--- config.mk ---
export PLATFORM = sky130hd
export DESIGN_NAME = cla_32bit
export DESIGN_NICKNAME = d
export VERILOG_FILES = /design/src/rtl/cla_pkg.sv /design/src/rtl/cla_4bit.sv /design/src/rtl/cla_lcu_8.sv /design/src/rtl/cla_32bit.sv
export SDC_FILE = /design/constraint.sdc
export NUM_CORES = 1
export LEC_CHECK = 0
export ABC_AREA = 1
export CAP_MARGIN = 0
export CORE_MARGIN = 3
export CORE_UTILIZATION = 42
export CTS_CLUSTER_SIZE = 20
export DETAILED_ROUTE_END_ITERATION = 12
export GPL_TIMING_DRIVEN = 0
export HOLD_SLACK_MARGIN = 0.12
export PLACE_DENSITY = 0.87
export RECOVER_POWER = 50
export REMOVE_ABC_BUFFERS = 1
export SLEW_MARGIN = 40
export SYNTH_ARGS = -nofsm -noshare
export SYNTH_HDL_FRONTEND = slang
export SYNTH_SLANG_ARGS = --single-unit
export TNS_END_PERCENT = 20
--- constraint.sdc ---
create_clock -name clk -period 2.8 [get_ports clk]
set_input_delay 0.42 -clock clk [delete_from_list [all_inputs] [get_ports clk]]
set_output_delay 0.42 -clock clk [all_outputs]
set_load 0.005 [all_outputs]
--- src/rtl/cla_pkg.sv ---
// Shared sizing constants for the 32-bit carry-lookahead adder.
// Combinational constants only; no latency or backpressure of its own.
package cla_pkg;
  localparam int WIDTH   = 32;
  localparam int GROUP   = 4;
  localparam int NGROUPS = WIDTH / GROUP;
endpackage

--- src/rtl/cla_4bit.sv ---
// 4-bit lookahead group: flat carry equations, sum bits, group G/P.
// Purely combinational; no latency, no backpressure.
module cla_4bit
  import cla_pkg::*;
(
  input  logic [GROUP-1:0] a,
  input  logic [GROUP-1:0] b,
  input  logic             cin,
  output logic [GROUP-1:0] s,
  output logic             G,
  output logic             P
);

  logic [GROUP-1:0] g;
  logic [GROUP-1:0] p;
  logic [GROUP-1:0] c;

  assign g = a & b;
  assign p = a ^ b;

  // Every carry is a two-level sum of products of g, p and cin.
  assign c[0] = cin;
  assign c[1] = g[0] | (p[0] & cin);
  assign c[2] = g[1] | (p[1] & g[0]) | (p[1] & p[0] & cin);
  assign c[3] = g[2] | (p[2] & g[1]) | (p[2] & p[1] & g[0])
              | (p[2] & p[1] & p[0] & cin);

  assign G = g[3] | (p[3] & g[2]) | (p[3] & p[2] & g[1])
           | (p[3] & p[2] & p[1] & g[0]);
  assign P = &p;

  assign s = p ^ c;

endmodule

--- src/rtl/cla_lcu_8.sv ---
// Second-level lookahead: group carry-ins and carry-out from group G/P.
// Purely combinational; no latency, no backpressure.
module cla_lcu_8
  import cla_pkg::*;
(
  input  logic [NGROUPS-1:0] gg,
  input  logic [NGROUPS-1:0] pg,
  input  logic               cin,
  output logic [NGROUPS:0]   c
);

  logic term;

  // c[k] = OR over j<k of (gg[j] & pg[j+1..k-1]), plus the all-propagate cin term.
  always_comb begin
    c    = '0;
    term = 1'b0;
    c[0] = cin;
    for (int k = 1; k <= NGROUPS; k++) begin
      term = cin;
      for (int m = 0; m < k; m++) begin
        term = term & pg[m];
      end
      c[k] = term;
      for (int j = 0; j < k; j++) begin
        term = gg[j];
        for (int m = j + 1; m < k; m++) begin
          term = term & pg[m];
        end
        c[k] = c[k] | term;
      end
    end
  end

endmodule

--- src/rtl/cla_32bit.sv ---
// 32-bit unsigned carry-lookahead adder with registered {Cout, Sum}.
// Latency 1 cycle; no handshake or backpressure, accepts an add every cycle.
module cla_32bit
  import cla_pkg::*;
(
  input  logic             clk,
  input  logic             rst,
  input  logic [WIDTH-1:0] A,
  input  logic [WIDTH-1:0] B,
  output logic [WIDTH-1:0] Sum,
  output logic             Cout
);

  logic [NGROUPS-1:0] grp_g;
  logic [NGROUPS-1:0] grp_p;
  logic [NGROUPS:0]   grp_c;
  logic [WIDTH-1:0]   sum_c;

  for (genvar i = 0; i < NGROUPS; i++) begin : g_grp
    cla_4bit u_grp (
      .a   (A[i*GROUP +: GROUP]),
      .b   (B[i*GROUP +: GROUP]),
      .cin (grp_c[i]),
      .s   (sum_c[i*GROUP +: GROUP]),
      .G   (grp_g[i]),
      .P   (grp_p[i])
    );
  end

  // No carry-in into the adder, so the lookahead unit sees a constant 0.
  cla_lcu_8 u_lcu (
    .gg  (grp_g),
    .pg  (grp_p),
    .cin (1'b0),
    .c   (grp_c)
  );

  always_ff @(posedge clk) begin
    if (rst) begin
      Sum  <= '0;
      Cout <= 1'b0;
    end else begin
      Sum  <= sum_c;
      Cout <= grp_c[NGROUPS];
    end
  end

endmodule

==> impl_results.md <==
* Yosys cell types at 25
* Setup WS pre-CTS at -0.167 ns
* Synth top area cells: dfxtp_1 (30%), ha_1 (18%), nor2_1 (7.4%)
* Reg clk slew, reported paths at 0.07 ns
* Crit path time final at 2.60 ns
* Setup bufs post-CTS at 0
* Number of synthesized flops with an enable pin at 0
* CP Class: input port to register
* Synth Cell Area at 2200 sq um
* Antenna-violating nets left at 0
* Clk Tree Root Cell: clkbuf_8
* Startpoint Class: input port
* Hold crit path type: input port to register
* Async SR Flop Fraction at 0%
* CP required at 3.02 ns
* Initial antenna violation count at 0
* Hold Path Sink: Sum[0]$_SDFF_PP0_
* Num CTS Buffers at 5
* Slew @ Worst Pin at 0.771 ns
* Sequential share of the synthesized area at 30.1%
* Area Overhead vs Synth at 56.3%
* Layout cells sized above 1 at 8.14%
* DR iter-0 viols at 43
* Status: finished clean
* Worst EP arrival at 2.82 ns
* Final WL at 5410 um
* PwrDens at 447 nW/um^2
* Commonest cells post-synth: nor2_1 (43), nand2_1 (42), inv_1 (38), dfxtp_1 (33), ha_1 (32)
* # diodes at 0
* Setup violators final at 0
* Power Total at 1.53 mW
* Core box area at 4880 sq um
* Clk buf depth at 2
* Worst Path Max Fanout at 5
* I/O Pins at 99
* Cells after synthesis at 278
* Area fraction of the dominant cell type after synthesis at 30.1%
* Largest net degree at the start of global routing at 20
* Max Cap Viol at 0
* Starting Density at 45.0%
* Achievable frequency at 0.385 GHz
* Number of global-route vias before repair at 2058
* Yosys warns at 0
* Synth area leader: dfxtp_1
* # rows at 25
* First-pass iteration count of the detailed router at 4
* Final HPWL DP at 4490 um
* Final worst slack at 0.200 ns
* Final Cycle Share at 92.8%
* First-pass GRT wire length at 8990 um
* Vias per inst at 4.74
* RSZ-0062 raised after global routing: false
* Post_cts resized at 0
* Congestion Overflow GR at 0
* Final hold viol count at 0
* CTS tree: built
* Total Nets Final at 486
* Min-Delay Startpoint: B[0]
* CTS sink count at 33
* Top-count cell post-synth: nor2_1
* Total track usage at 18.4%
* Setup_tns at 0 ns
* Via count at 2125
* Die W at 78.3 um
* Routed wire per std cell at 12.1 um
* Die height at 78.3 um
* Hold_buf cts at 0
* Slew Limit Fails at 0
* H-tree Lvls at 2
* Worst hold stages at 4
* Peak supply drop at 218 uV
* Die area at 6130 sq um
* Syn Area/Cell at 7.90 sq um
* Core Util, Final at 70.3%
* Top_reg_cell synth: dfxtp_1
* Synthesis-stage register bit count at 33
* Post-route DRC at 0
* Slew HR at 48.4%
* Port bufs at 98
* Final Wtd Congestion at 0.782
* Critical Path End Type: register
* Static leakage at 1.66 nW
-- metrics by stage --
step | std cells | cell area (sq um) | hold slack, ns
final | 448 | 3430 | 0.847
after global routing | 448 | 3430 | 0.853
after CTS | 448 | 3360 | 0.846
after detailed placement | 440 | 3240 | 1.12
after global placement | 440 | 3240 | 1.12
after floorplan | 275 | 2180 | 0.489
-- power by group --
group | internal [mW] | switching (mW)
Clock | 0.290 | 0.173
Sequential | 0.529 | 0.0123
Combinational | 0.289 | 0.241
Total | 1.11 | 0.426
-- cells in the final DEF, fill, tap and decap left out, drive strengths merged --
master	netlist	final
a31oi	1	1
a21o	1	1
a21oi	19	19
or2	1	1
nand3b	1	1
nand3	12	12
xor2	1	1
dfxtp	33	33
dlygate4sd3	0	32
bufinv	0	1
nor2	44	44
ha	32	32
inv	38	38
clkbuf	2	7
xnor2	7	7
fa	8	8
nand2	54	54
a211oi	1	1
o21ai	13	13
nor3	5	5
a31o	1	1
nand4	3	3
clkdlybuf4s50	0	66
-- state kept, by name, indices dropped and copies added (netlist names) --
name / count
Cout: 1
Sum: 32
-- worst max path at each step --
stage / cells past startpoint / from / end / slack, ns
after floorplan: 17 / A[13] / Sum[29]$_SDFF_PP0_ / 0.46
after global placement: 18 / A[13] / Sum[29]$_SDFF_PP0_ / -0.15
after detailed placement: 18 / A[13] / Sum[29]$_SDFF_PP0_ / -0.17
after CTS: 18 / A[13] / Sum[29]$_SDFF_PP0_ / 0.13
after global routing: 18 / A[15] / Sum[29]$_SDFF_PP0_ / 0.02
final: 16 / A[15] / Sum[28]$_SDFF_PP0_ / 0.20
-- layer usage --
layer  GRT usage (%)  part of all wire, %  vias to the layer above
met1            20.0                   39                      941
met2            35.0                   53                       79
li1                -                    -                     1097
met4            5.42                  1.5                        0
met5               0                    0                        -
met3            4.36                  6.1                        8
-- cell type report --
type                            count  area (sq um)
Clock buffer                        7          86.3
Clock inverter                      1          30.0
Fill cell                         397          1450
Inverter                           38           143
Multi-Input combinational cell    204          1450
Sequential cell                    33           661
Tap cell                           67          83.8
Timing Repair Buffer               98           981
-- cell families after synthesis --
| logic type | after synthesis | share of synthesized area (%) |
|---|---|---|
| flip-flops | 33 | 30.1 |
| AO/OA/AOI/OAI | 36 | 8.66 |
| adder cells (fa/ha/maj) | 40 | 25.5 |
| AND/OR/NAND/NOR | 120 | 25.2 |
| XOR/XNOR | 8 | 3.19 |
| buffers and inverters | 41 | 7.35 |
-- critical path: stages --
cell	delay (ns)
clkdlybuf4s50_1	0.41
ha_1	0.33
a21oi_1	0.17
nand2_1	0.08
or2_0	0.19
nand2_1	0.08
nand2_2	0.09
nand2_2	0.09
nand2_4	0.06
nand2_2	0.08
nand2_4	0.06
nand2_4	0.07
nand2_4	0.06
fa_2	0.52
inv_1	0.04
nor2_1	0.07
No activity file was read; power rests on OpenSTA's default activity.
